--- src/rtl/cmp_completion_monitor.sv ---
// Run-control and memory-dump sequencer for the 4-node cardinal CMP.
// Detects the all-NOP completion, flushes, then streams every dmem word out.
module cmp_completion_monitor #(
    parameter int FLUSH_CYCLES = 23,
    parameter int DUMP_DEPTH   = 128,
    parameter int RD_LAT       = 1
) (
    input  logic        clk,
    input  logic        reset,
    input  logic [0:31] node0_inst_in,
    input  logic [0:31] node1_inst_in,
    input  logic [0:31] node2_inst_in,
    input  logic [0:31] node3_inst_in,
    output logic [0:31] cycle_count,
    output logic        prog_done,
    output logic        dmp_memEn,
    output logic [0:1]  dmp_node_sel,
    output logic [0:7]  dmp_addr,
    input  logic [0:63] dmp_d_in,
    output logic        dump_valid,
    input  logic        dump_ready,
    output logic [0:1]  dump_node,
    output logic [0:7]  dump_addr,
    output logic [0:63] dump_data,
    output logic        dump_done
);

    typedef enum logic [2:0] {
        S_RUN,
        S_FLUSH,
        S_READ,
        S_WAIT,
        S_HOLD,
        S_DONE
    } state_t;

    localparam logic [0:7]  LAST_ADDR = 8'(DUMP_DEPTH - 1);
    localparam logic [1:0]  LAT_LAST  = 2'(RD_LAT - 1);
    localparam logic [31:0] FLUSH_N   = 32'(FLUSH_CYCLES);

    state_t      state_q;
    logic [0:31] cyc_q;
    logic [31:0] flush_q;
    logic [1:0]  lat_q;
    logic        done_q;
    logic        mem_en_q;
    logic [0:1]  node_q;
    logic [0:7]  addr_q;
    logic        dvalid_q;
    logic [0:1]  dnode_q;
    logic [0:7]  daddr_q;
    logic [0:63] ddata_q;
    logic        dump_done_q;

    logic        all_zero_d;
    logic        flush_last_d;
    logic        last_word_d;
    logic [31:0] flush_inc_d;

    // Completion, flush-end and final-word decodes
    always_comb begin
        all_zero_d = (node0_inst_in == 32'h0) && (node1_inst_in == 32'h0) &&
                     (node2_inst_in == 32'h0) && (node3_inst_in == 32'h0);
        flush_inc_d  = flush_q + 32'd1;
        flush_last_d = (flush_inc_d >= FLUSH_N);
        last_word_d  = (node_q == 2'd3) && (addr_q == LAST_ADDR);
    end

    // Run/flush/dump sequencer with registered outputs
    always_ff @(posedge clk) begin
        if (reset) begin
            state_q     <= S_RUN;
            cyc_q       <= '0;
            flush_q     <= '0;
            lat_q       <= '0;
            done_q      <= 1'b0;
            mem_en_q    <= 1'b0;
            node_q      <= '0;
            addr_q      <= '0;
            dvalid_q    <= 1'b0;
            dnode_q     <= '0;
            daddr_q     <= '0;
            ddata_q     <= '0;
            dump_done_q <= 1'b0;
        end else begin
            unique case (state_q)
                S_RUN: begin
                    if (all_zero_d) begin
                        state_q <= S_FLUSH;
                        done_q  <= 1'b1;
                        flush_q <= '0;
                    end else begin
                        cyc_q <= cyc_q + 32'd1;
                    end
                end
                S_FLUSH: begin
                    if (flush_last_d) begin
                        state_q  <= S_READ;
                        mem_en_q <= 1'b1;
                        node_q   <= '0;
                        addr_q   <= '0;
                    end else begin
                        flush_q <= flush_inc_d;
                    end
                end
                S_READ: begin
                    state_q  <= S_WAIT;
                    mem_en_q <= 1'b0;
                    lat_q    <= '0;
                end
                S_WAIT: begin
                    if (lat_q == LAT_LAST) begin
                        state_q  <= S_HOLD;
                        dvalid_q <= 1'b1;
                        ddata_q  <= dmp_d_in;
                        dnode_q  <= node_q;
                        daddr_q  <= addr_q;
                    end else begin
                        lat_q <= lat_q + 2'd1;
                    end
                end
                S_HOLD: begin
                    if (dvalid_q && dump_ready) begin
                        dvalid_q <= 1'b0;
                        if (node_q == 2'd3) begin
                            node_q <= '0;
                            addr_q <= addr_q + 8'd1;
                        end else begin
                            node_q <= node_q + 2'd1;
                        end
                        if (last_word_d) begin
                            state_q     <= S_DONE;
                            dump_done_q <= 1'b1;
                        end else begin
                            state_q  <= S_READ;
                            mem_en_q <= 1'b1;
                        end
                    end
                end
                S_DONE: begin
                    state_q <= S_DONE;
                end
                default: begin
                    state_q <= S_RUN;
                end
            endcase
        end
    end

    assign cycle_count  = cyc_q;
    assign prog_done    = done_q;
    assign dmp_memEn    = mem_en_q;
    assign dmp_node_sel = node_q;
    assign dmp_addr     = addr_q;
    assign dump_valid   = dvalid_q;
    assign dump_node    = dnode_q;
    assign dump_addr    = daddr_q;
    assign dump_data    = ddata_q;
    assign dump_done    = dump_done_q;

endmodule

--- config.mk ---
export PLATFORM = sky130hd
export DESIGN_NAME = cmp_completion_monitor
export DESIGN_NICKNAME = d
export VERILOG_FILES = /design/src/rtl/cmp_completion_monitor.sv
export SDC_FILE = /design/constraint.sdc
export NUM_CORES = 1
export LEC_CHECK = 0
export CORE_ASPECT_RATIO = 1.4
export CORE_MARGIN = 2
export CORE_UTILIZATION = 40
export DETAILED_ROUTE_END_ITERATION = 10
export GPL_TIMING_DRIVEN = 0
export PLACE_DENSITY = 0.77
export SLEW_MARGIN = 0
export SYNTH_ARGS = -nofsm -noshare
export SYNTH_HDL_FRONTEND = slang
export SYNTH_SLANG_ARGS = --single-unit
--- constraint.sdc ---
create_clock -name clk -period 4.2 [get_ports clk]
set_clock_uncertainty 0.2 [all_clocks]
set_input_delay 0.84 -clock clk [delete_from_list [all_inputs] [get_ports clk]]
set_output_delay 0.84 -clock clk [all_outputs]
set_load 0.05 [all_outputs]
## Word level (Yosys, flattened, before mapping)

Cells that the tools add are included.
Widths: inputs -> output; s select.

- Flip-flop bits (word level): 157
- Bits of input ports: 195
- Output and inout port bits: 120
- Logic and storage cells: 88

- Add/subtract/negate cells: 5
- $lt $le $gt $ge: 1
- Equality and inequality tests: 15
- Muxes and demuxes: 26
- Bitwise gates (word level): 1
- Reductions and logical operators: 27

Operators with widths:

| cell | count |
|---|---|
| $logic_not 32->1 | 4 |
| $add 32x1->32 const B | 2 |
| $mux 32 | 2 |
| $pmux 32 s2 | 1 |
| $ge 32x5->1 const B | 1 |
| $mux 8 | 3 |
| $pmux 3 s6 | 1 |
| $ne 2x2->1 const B | 8 |
| $pmux 8 s2 | 1 |
| $mux 3 | 5 |
| $reduce_and 3->1 | 4 |
| $reduce_and 4->1 | 3 |
| $add 8x1->8 const B | 1 |
| $eq 8x7->1 const B | 1 |
| $mux 2 | 4 |
| $pmux 2 s2 | 2 |
| $reduce_and 2->1 | 4 |
| $reduce_bool 2->1 | 4 |
| $eq 3x2->1 const B | 2 |
| $eq 3x3->1 const B | 2 |
| $logic_and 1x1->1 | 5 |
| $mux 1 | 5 |
| $add 2x1->2 const B | 2 |
| $eq 3x1->1 const B | 1 |
| 7 further kinds | 7 |

## Depth between registers and ports, before layout

Gate-level depths: netlist of the first run.

- Depth after elaboration: 6
- Gate-level depth with buffers: 11
- Mapped depth without buffers: 10

## Worst setup path after synthesis of the first run

OpenSTA, ideal clock, no wires.

- Path type: input -> register
- Start: input node3_inst_in[28] (netlist bit)
- End: register cyc_q, in the netlist cycle_count[20]
- Library setup time: 128 ps
- Arrival: 2993 ps
- Data required time: 3872 ps
- Setup slack: 880 ps
- Stages on the path: 9
- Buffers on the path: 1
- Cells stage by stage: nor4_1 > nand4_1 > nor4_1 > a2111oi_1 > nand4_1 > clkbuf_1 > nor3_1 > xnor2_1 > nor2_1

- Longest elaborated chain between the ends: 4

Ends and longest elaborated chain:

| what | RTL line | text |
|---|---|---|
| from (decl) | 13 | `input logic [0:31] node3_inst_in,` |
| $logic_not 32->1 | 63 | `(node2_inst_in == 32'h0) && (node3_inst_in == 32'h0);` |
| $logic_and 1x1->1 | 63 |  |
| $not 1->1 (no line) | - |  |
| $reduce_and 2->1 (no line) | - |  |
| to (signal assigned) | 93 | `cyc_q <= cyc_q + 32'd1;` |
| to (decl) | 42 | `logic [0:31] cyc_q;` |

No other way between the ends.
A chain may end at the register's enable or synchronous reset.

## Worst setup path in the final report of the first run

- Start: input node0_inst_in[15] (netlist bit)
- End: register cyc_q, in the netlist cycle_count[0]

- Longest elaborated chain between the ends: 6

Ends and longest elaborated chain:

| what | RTL line | text |
|---|---|---|
| from (decl) | 10 | `input logic [0:31] node0_inst_in,` |
| $logic_not 32->1 | 62 | `all_zero_d = (node0_inst_in == 32'h0) && (node1_inst_in == 32'h0) &&` |
| $logic_and 1x1->1 (2 in a row) | 62 |  |
| $logic_and 1x1->1 | 63 |  |
| $not 1->1 (no line) | - |  |
| $reduce_and 2->1 (no line) | - |  |

No other way between the ends.

==> impl_results.md, run 1 <==
- Result of the run: finished clean
- Synth unique cells: 66
- Final setup fails: 0
- VDD IR max: 257 uV
- Dominant cell type by area after synthesis: dfxtp_1
- CTS buffer count: 17
- Crit. End Element: flip-flop
- Number of synthesized flops with an enable pin: 0
- Fraction of registers with async set or reset after synthesis: 0
- Sequential cell area fraction in the yosys report: 0.443
- Vias: 7700
- Met3 usage: 0.0675
- Max-cap violations: 0
- Count of hold buffers inserted by post-cts repair: 0
- Post-Syn Area: 7100 um^2
- Pin slew with the least headroom to its limit: 0.856 ns
- Number of remaining DRC errors: 0
- Die boundary width: between 100 and 150 um
- Synthesis-to-layout area growth: 56.5%
- Clock Root Buffer: clkbuf_16
- Overflow after GRT: 0
- Worst Setup Slack, final: a little over 0.4 ns
- Startpoint Class: primary input
- Largest cells by area after synthesis: dfxtp_1, nand2_1, a21oi_1, nor2_1, nor4_1
- Fill count: between 1500 and 2000
- Tightest Hold Check Type: flip-flop to flip-flop
- Max transition margin: 0.424
- Synthesized net count: around 1100
- Top FF cell, synth: dfxtp_1
- DR WL/cell: 15.9 um
- Tot GR Track Use: 0.246
- Starting DRC count in detailed routing: 409
- H-tree lvl count: 4
- Max Clk Rate: 263 MHz
- NumNets Final: approximately 1400
- Commonest cells after routing, fill and taps aside: clkdlybuf4s50_1, nand2_1, dfxtp_1
- Worst endpoint required time: 4.29 ns
- Top cell type's share of synthesized area: 0.443
- Area used by multi-input combinational logic: 3600 um^2
- Die boundary height: 162 um
- Placeable Area: 17400 um^2
- Data arrival time at the worst-slack endpoint: 3.88 ns
- Critical path type: primary input to flip-flop
- Number of buffers on the longest clock path: 2
- Routability congestion estimate from global placement: 0.870
- CP max FO: 10
- Share of the cycle needed by the critical path after routing: 0.904
- Clock latency on the worst-skew pair: 0.42 ns
- Met1 capacity usage during global routing: 0.291
- Endpoints failing hold: 0
- Place WS: -0.0154 ns
- Most common cell after layout, fill and taps aside: clkdlybuf4s50_1
- Unrepaired setup endpoints after global routing: false
- Count of warnings emitted by yosys: 0
- Global-route layer with the greatest usage: met2
- Power, Total: 3430 uW
- CTS tree: built
- Global-route wire length before repair: about 37000 um
- Top-Level Pins: around 320
- Vias in the first global route: approximately 7200
- Leakage power total: 0.00365 uW
- Total setup buffers inserted after CTS: 0
- Power per unit of standard cell area: 309 nW/um^2
- Post-synthesis register bit count: between 150 and 200
- Final hold slack: 0.253 ns
- Final-layout setup total negative slack: 0 ns
- Total of cells resized after clock tree synthesis: 0
- Post-detailed-route via-to-cell ratio: 5.15
- Number of instances in the synthesized netlist: 910
- Wirelength, routed: 23800 um
- Max-slew violation total from the final report: 0
- Pin count of the biggest net entering global routing: 17
- I/O Buffers: 314
- Total clock sinks: between 150 and 200
- Number of detailed-route iterations in the first pass: 4
- Sum of net half-perimeters after detailed placement: 18700 um
- Antenna violations before repair: 1
- Sequential cell area: 3140 um^2
- Proportion of layout cells with a drive suffix above 1: 0.0477
- Avg Synthesized Cell Area: ~7.8 um^2
- Antenna-violating nets left: 0
- Full die area: 18800 um^2
- Final critical-path required period: 3.80 ns
- Clock slew at the register clock pins of the worst setup and hold paths: 0.06 ns
- Starting density of the core: 0.408
- # rows: 57
- Global Route met2 Usage: 0.423
## layout make-up
class                   instances  share of cell area
multi-input cells             660               0.324
repair buffers                315               0.284
flip-flops and latches        157               0.283
clock buffers                  18              0.0386
well taps                     236              0.0266
plain buffers                  51              0.0185
inverters                      42              0.0142
clock inverters                14              0.0117
diodes                          1            0.000225
## metrics by stage
step	instances	area, um^2	util
2_1_floorplan	910	7100	-
3_3_place_gp	1460	10500	0.605
3_5_place_dp	1461	10500	0.606
4_1_cts	1493	11100	0.638
5_1_grt	1494	11100	0.638
6_report	1494	11100	0.638
## kinds of logic (layout without fill, tap and decap cells)
kind of cell,Yosys count,after routing,share of synthesized area
adders and majority gates,6,6,0.0106
muxes,5,5,0.00723
other,0,1,0
AOI/OAI and AO/OA,168,168,0.142
and+or+nand+nor,445,445,0.302
DFF,157,157,0.443
buffers and inverters,93,440,0.0511
xor gates and xnor gates,36,36,0.0444
## flip-flops by register name, indices dropped and copies added (netlist names), 3 cells and up
register / cells
dmp_addr: 8
dump_addr: 8
state_q: 3
dump_data: 64
flush_q: 32
cycle_count: 32
## power breakdown
group	total, uW	internal, uW	switching, uW
Combinational	454	240	215
Clock	1450	781	667
Sequential	1530	1510	19.8
Total	3430	2530	901
## cells in the mapped netlist, types with 2 or more instances
cell and count:
and2_1 2, a31oi_1 9, or4_1 4, nand3_1 26
nor2_1 77, a311oi_1 4, and4_1 3, xnor2_1 23
nand4_1 25, buf_2 8, and3_1 9, o311ai_0 4
ha_1 6, or3_1 13, o2111ai_1 2, buf_1 4
and4_2 2, or4_4 2, o21ai_0 25, dfxtp_1 157
nor2b_1 5, or2_2 3, xor2_1 13, nor3_1 19
o211ai_1 2, nand2_1 194, a21o_1 3, o31ai_1 4
nand3b_1 3, a211oi_1 2, nand4b_1 2, a31o_2 3
inv_1 42, a21oi_1 94, a221oi_1 2, clkbuf_1 38
nand3_2 2, nor4_1 43, mux2i_1 4
## critical path, cell delays in order
cell,delay (ns)
clkdlybuf4s50_1,0.41
nor4_1,0.48
nand4_1,0.15
nor4_1,0.65
a2111oi_2,0.20
buf_4,0.23
nand4_1,0.21
clkbuf_1,0.34
nand3b_1,0.17
xor2_1,0.15
nor2_1,0.06
## metal layers
metal  up-vias  share of wire
met5         -              0
met4         0          0.025
met3        46          0.085
met2       317           0.48
met1      3486           0.41
li1       3851              -
## final timing paths
check,endpoint,cells after the start,startpoint,slack [ns]
worst max-delay path,cycle_count[0]$_SDFFE_PP0P_,11,node0_inst_in[15],0.40
worst min-delay path,dump_data[17]$_SDFFE_PP0P_,2,dump_data[17]$_SDFFE_PP0P_,0.25
worst max register to register,flush_q[3]$_SDFFE_PP0P_,10,flush_q[1]$_SDFFE_PP0P_,0.65
worst min register to register,dump_data[17]$_SDFFE_PP0P_,2,dump_data[17]$_SDFFE_PP0P_,0.25
Note: power is estimated with default switching activity, not from simulation.
==> inputs of run 2 (changes only) <==
SLEW_MARGIN = 20   (was 0)
==> run 2 against run 1 <==
Against the previous run: critical path depth unchanged; worst hold slack worse by 0.00056 ns; maximum frequency down 1.5%; global-route usage down 0.14 points; cell count about the same; largest power group unchanged; highest routed layer unchanged.
==> impl_results.md, run 2 (synthesized netlist as in run 1, its figures left out) <==
- Result of the run: finished clean
- Global-route wire length before repair: 36400 um
- Power per unit of standard cell area: 311 nW/um^2
- Pin slew with the least headroom to its limit: 0.860 ns
- Count of hold buffers inserted by post-cts repair: 0
- Antenna-violating nets left: 0
- Commonest cells after routing, fill and taps aside: clkdlybuf4s50_1, nand2_1, dfxtp_1
- DR WL/cell: 15.9 um
- Pin count of the biggest net entering global routing: 17
- CP top delay family: simple AND/OR/NAND/NOR gates
- Total of cells resized after clock tree synthesis: 0
- Number of flip-flops under the largest register name: 64
- Sum of net half-perimeters after detailed placement: between 15000 and 20000 um
- Standard cell with the maximum stage delay on the critical path: nor4_1
- Number of detailed-route iterations in the first pass: 5
- Die boundary width: 117 um
- I/O Buffers: 314
- Tot GR Track Use: 0.245
- Max incr delay on CP: roughly 0.65 ns
- Max-slew violation total from the final report: 0
- Final setup fails: 0
- Clock Root Buffer: clkbuf_16
- Startpoint Class: primary input
- Wirelength, routed: 23800 um
- Clock latency on the worst-skew pair: 0.42 ns
- Antenna violations before repair: 1
- Worst path buffer plus inverter count: 3
- Max Clk Rate: 259 MHz
- Critical path cell sequence: clkdlybuf4s50_1 > nor4_1 > nand4_1 > nor4_1 > a2111oi_2 > buf_2 > nand4_1 > clkbuf_1 > nand3b_1 > xor2_1 > nor2_1
- Endpoints failing hold: 0
- Total setup buffers inserted after CTS: 0
- Post-detailed-route via-to-cell ratio: 5.13
- Crit. End Element: flip-flop
- Placed Cells: between 1000 and 1500
- VDD IR max: 243 uV
- Final critical-path required period: just under 4 ns
- Max-cap violations: 0
- Tightest Hold Check Type: flip-flop to flip-flop
- CTS buffer count: 17
- CTS tree: built
- Vias in the first global route: slightly above 7000
- Most common cell after layout, fill and taps aside: clkdlybuf4s50_1
- # rows: 57
- Routability congestion estimate from global placement: 0.870
- Power, Total: 3460 uW
- Number of remaining DRC errors: 0
- NumNets Final: 1445
- Critical path type: primary input to flip-flop
- Leakage power total: between 0.003 and 0.004 uW
- Synthesis-to-layout area growth: 56.6%
- Share of the cycle needed by the critical path after routing: 0.918
- Area used by multi-input combinational logic: 3600 um^2
- Full die area: 18800 um^2
- Vias: 7665
- Placeable Area: 17400 um^2
- Top-Level Pins: between 300 and 400
- Unrepaired setup endpoints after global routing: false
- Data arrival time at the worst-slack endpoint: 3.94 ns
- Die boundary height: 162 um
- Number of buffers on the longest clock path: 2
- Fill count: 1556
- H-tree lvl count: 4
- Starting DRC count in detailed routing: 497
- Overflow after GRT: 0
- Fin cells: 1493
- Clock slew at the register clock pins of the worst setup and hold paths: 0.06 ns
- CP max FO: 10
- Max transition margin: 0.421
- Starting density of the core: 0.408
- Worst endpoint required time: ~4.3 ns
- Sequential cell area: 3140 um^2
- Proportion of layout cells with a drive suffix above 1: 0.0478
- Total clock sinks: 157
==> run 2: changes by cell type in the layout (fill, tap and decap cells not counted), sizes merged <==
cell	change
clkinv	-2
clkinvlp	+2
inv	-2
bufinv	+1
==> run 2: where the power goes <==
part           total, uW  switching [uW]  internal, uW
logic                451             213           238
registers           1530            19.9          1510
clock network       1480             641           841
==> run 2: path summary, 6_finish.rpt <==
kind | startpoint | end | slack, ns | cells past startpoint
min reg2reg | dump_data[17]$_SDFFE_PP0P_ | dump_data[17]$_SDFFE_PP0P_ | 0.25 | 2
max | node0_inst_in[15] | cycle_count[0]$_SDFFE_PP0P_ | 0.35 | 11
max reg2reg | flush_q[1]$_SDFFE_PP0P_ | flush_q[3]$_SDFFE_PP0P_ | 0.67 | 10
min | dump_data[17]$_SDFFE_PP0P_ | dump_data[17]$_SDFFE_PP0P_ | 0.25 | 2
==> run 2: worst register-to-register path, stage by stage, from the launching register on <==
cell,delay [ns]
dfxtp_1,0.44
ha_1,0.18
clkbuf_1,0.28
nand3_1,0.28
or3_1,0.41
o31ai_1,0.34
a21boi_0,0.21
and4b_1,0.34
nand3_4,0.18
or4_1,0.50
o311ai_1,0.08
==> run 2: per-layer routing <==
metal  part of all wire  GRT usage
met2               0.49      0.424
met4              0.024     0.0877
met3              0.077     0.0585
met5                  0          0
met1               0.41      0.291
==> run 2: cell type report <==
cell class	instances	share of cell area
diodes	1	0.000225
plain buffers	51	0.0185
clock buffers	18	0.0395
clock inverters	13	0.0117
inverters	42	0.0142
multi-input cells	660	0.323
flip-flops and latches	157	0.283
well taps	236	0.0266
repair buffers	315	0.283
==> run 2: through the flow <==
step                      hold slack, ns  TNS [ns]  area, um^2   util  setup slack [ns]
after floorplan                    0.232         0        7100      -             0.880
after global placement             0.241    -24.05       10500  0.605            -0.669
after detailed placement           0.245    -0.233       10500  0.606           -0.0307
after CTS                          0.254         0       11100  0.639             0.408
after global routing               0.266         0       11100  0.639            0.0832
final                              0.252         0       11100  0.639             0.346
==> inputs of run 3 (changes only) <==
ABC_AREA = 1   (was unset)
CORE_MARGIN = unset   (was 2)
PLACE_DENSITY = 0.81   (was 0.77)
==> run 3 against run 2 <==
Against the previous run: via count grew 25%; largest cell class unchanged; setup slack gained 0.73 ns; highest routed layer is now met5; cell area grew 10%; clock-buffer cell count is the same; synthesized cell count grew 40%; clock power is essentially flat; sequential share of layout area shrank 2.7 points; wire length grew 22%; critical path depth is the same; combinational power grew to 4.5 times the previous value; global-route usage grew 2.9 points; first-iteration DRC count grew 20%.
==> impl_results.md, run 3 <==
- Total setup buffers inserted after CTS: 0
- Tightest Hold Check Type: flip-flop to flip-flop
- Data arrival time at the worst-slack endpoint: 3.23 ns
- Vias: 9570
- Max-cap violations: 0
- Routability congestion estimate from global placement: 0.935
- Post-synthesis register bit count: 157
- DR WL/cell: 15.5 um
- Global Route met2 Usage: 0.464
- Starting DRC count in detailed routing: 595
- Endpoints failing hold: 0
- Place WS: approximately 0.58 ns
- Die boundary height: 172 um
- Antenna-violating nets left: 0
- Total of cells resized after clock tree synthesis: 0
- Pin slew with the least headroom to its limit: approximately 0.73 ns
- Top FF cell, synth: dfxtp_1
- CP max FO: 10
- Final-layout setup total negative slack: 0 ns
- Vias in the first global route: 8951
- Worst Setup Slack, final: 1.08 ns
- Sequential cell area fraction in the yosys report: 0.381
- Antenna violations before repair: 1
- Fraction of registers with async set or reset after synthesis: 0
- Post-Syn Area: approximately 8300 um^2
- Final critical-path required period: ~3.1 ns
- Synthesized net count: 1475
- Launch point of the worst reg-to-reg path: flush_q[9]$_SDFFE_PP0P_
- Tot GR Track Use: 0.273
- Synthesis-to-layout area growth: 48.7%
- Sum of net half-perimeters after detailed placement: 22700 um
- Number of antenna cells inserted: 0
- Number of buffers on the longest clock path: 2
- Final hold slack: 0.262 ns
- Largest cells by area after synthesis: dfxtp_1, nand2_1, nor2_1, a21oi_1, nand3_1
- End of the critical path: cycle_count[17]$_SDFFE_PP0P_
- NumNets Final: between 1500 and 2000
- Critical path type: primary input to flip-flop
- Met1 capacity usage during global routing: 0.323
- Number of remaining DRC errors: 0
- Worst endpoint required time: 4.30 ns
- Global-route wire length before repair: between 40000 and 50000 um
- Placeable Area: ~20000 um^2
- R2R cell count: 16
- Final setup fails: 0
- Clock slew at the register clock pins of the worst setup and hold paths: 0.07 ns
- Overflow after GRT: 0
- Full die area: about 21000 um^2
- Top cell type's share of synthesized area: 0.381
- Max-slew violation total from the final report: 0
- Post-layout instance area: between 10000 and 15000 um^2
- H-tree lvl count: 4
- Top-Level Pins: 315
- Avg Synthesized Cell Area: 6.48 um^2
- Synth unique cells: 34
- CTS buffer count: 17
- Startpoint Class: primary input
- Wirelength, routed: 28900 um
- Number of synthesized flops with an enable pin: 0
- Top-count cell post-synth: nand2_1
- I/O Buffers: 313
- Total clock sinks: 157
- Launching element of the worst setup path: node3_inst_in[6]
- Count of warnings emitted by yosys: 0
- Result of the run: finished clean
- Global-route layer with the greatest usage: met2
- Post-detailed-route via-to-cell ratio: 5.11
- Power per unit of standard cell area: 426 nW/um^2
- Max transition margin: 0.516
- Met3 usage: 0.0670
- Power, Total: 5230 uW
- Unrepaired setup endpoints after global routing: false
- CTS tree: built
- Dominant cell type by area after synthesis: dfxtp_1
- Leakage power total: 0.00449 uW
- Worst setup slack for register-to-register paths: 1.37 ns
- Most common library cells after synthesis: nand2_1, nor2_1, dfxtp_1, a21oi_1, nand3_1
- Crit. End Element: flip-flop
- Commonest cells after routing, fill and taps aside: nand2_1, clkdlybuf4s50_1, nor2_1
- Pin count of the biggest net entering global routing: 17
- Placed cell area: 11700 um^2
- Proportion of layout cells with a drive suffix above 1: 0.0395
- Number of instances in the synthesized netlist: between 1000 and 1500
- VDD IR max: roughly 270 uV
- Clock latency on the worst-skew pair: approximately 0.43 ns
- Max Clk Rate: 320 MHz
- Clock Root Buffer: clkbuf_16
- # rows: 61
- Share of the cycle needed by the critical path after routing: 0.744
- Starting density of the core: 0.411
- Most common cell after layout, fill and taps aside: nand2_1
- Die boundary width: ~120 um
- Reg-to-reg critical path endpoint: flush_q[14]$_SDFFE_PP0P_
- Number of flip-flops under the largest register name: 64
- Number of detailed-route iterations in the first pass: 6
- Count of hold buffers inserted by post-cts repair: 0
run 3: cells by family (layout without fill, tap and decap cells):
group | after synthesis | count (layout) | synth area share
simple gates | 795 | 795 | 0.425
flops | 157 | 157 | 0.381
buf+inv | 152 | 497 | 0.0720
compound gates | 137 | 137 | 0.0849
xor+xnor | 27 | 27 | 0.0286
fa+ha+maj | 6 | 6 | 0.00909
run 3: per-layer routing:
metal | part of all wire | routed length (um) | up-vias
met4 | 0.038 | 1110 | 2
met5 | 0.00038 | 11 | -
met1 | 0.40 | 11700 | 4344
met3 | 0.065 | 1870 | 86
li1 | - | - | 4821
met2 | 0.49 | 14200 | 317
run 3: through the flow:
stage | instances | utilization
floorplan | 1274 | -
finish | 1871 | 0.612
global placement | 1839 | 0.583
CTS | 1871 | 0.612
detailed placement | 1839 | 0.583
global route | 1871 | 0.612
run 3: worst min path at each step:
stage	depth (start not counted)	slack [ns]	start	end
floorplan	2	0.23	flush_q[31]$_SDFFE_PP0P_	flush_q[31]$_SDFFE_PP0P_
global placement	2	0.24	flush_q[31]$_SDFFE_PP0P_	flush_q[31]$_SDFFE_PP0P_
global route	2	0.28	dump_addr[0]$_SDFFE_PP0P_	dump_addr[0]$_SDFFE_PP0P_
detailed placement	2	0.24	flush_q[31]$_SDFFE_PP0P_	flush_q[31]$_SDFFE_PP0P_
finish	2	0.26	dump_data[14]$_SDFFE_PP0P_	dump_data[14]$_SDFFE_PP0P_
CTS	2	0.26	dump_data[26]$_SDFFE_PP0P_	dump_data[26]$_SDFFE_PP0P_
run 3: area by class of cell:
type                       count  area, um^2
clock inverter                14         128
fill                        1865        7800
buffer                        55         230
tap                          252         315
multi-input combinational    965        4520
inverter                      97         364
sequential                   157        3140
clock buffer                  18         439
timing repair buffer         313        3130
run 3: worst max-delay path, stage by stage:
cell and delay (ns):
clkdlybuf4s50_1 0.39, nor4_1 0.49, nand4_1 0.16, nor2_1 0.13
nand2_1 0.05, nor2_1 0.22, nor2_1 0.13, clkbuf_1 0.28
clkbuf_1 0.33, nand2_1 0.13, a21oi_1 0.07
run 3: report_power, final:
part	leakage [uW]	switching (uW)	internal (uW)	total (uW)
registers	0.00127	114	1610	1720
clock network	0.000276	688	794	1480
logic	0.00295	1340	677	2020
total	0.00449	2140	3080	5230
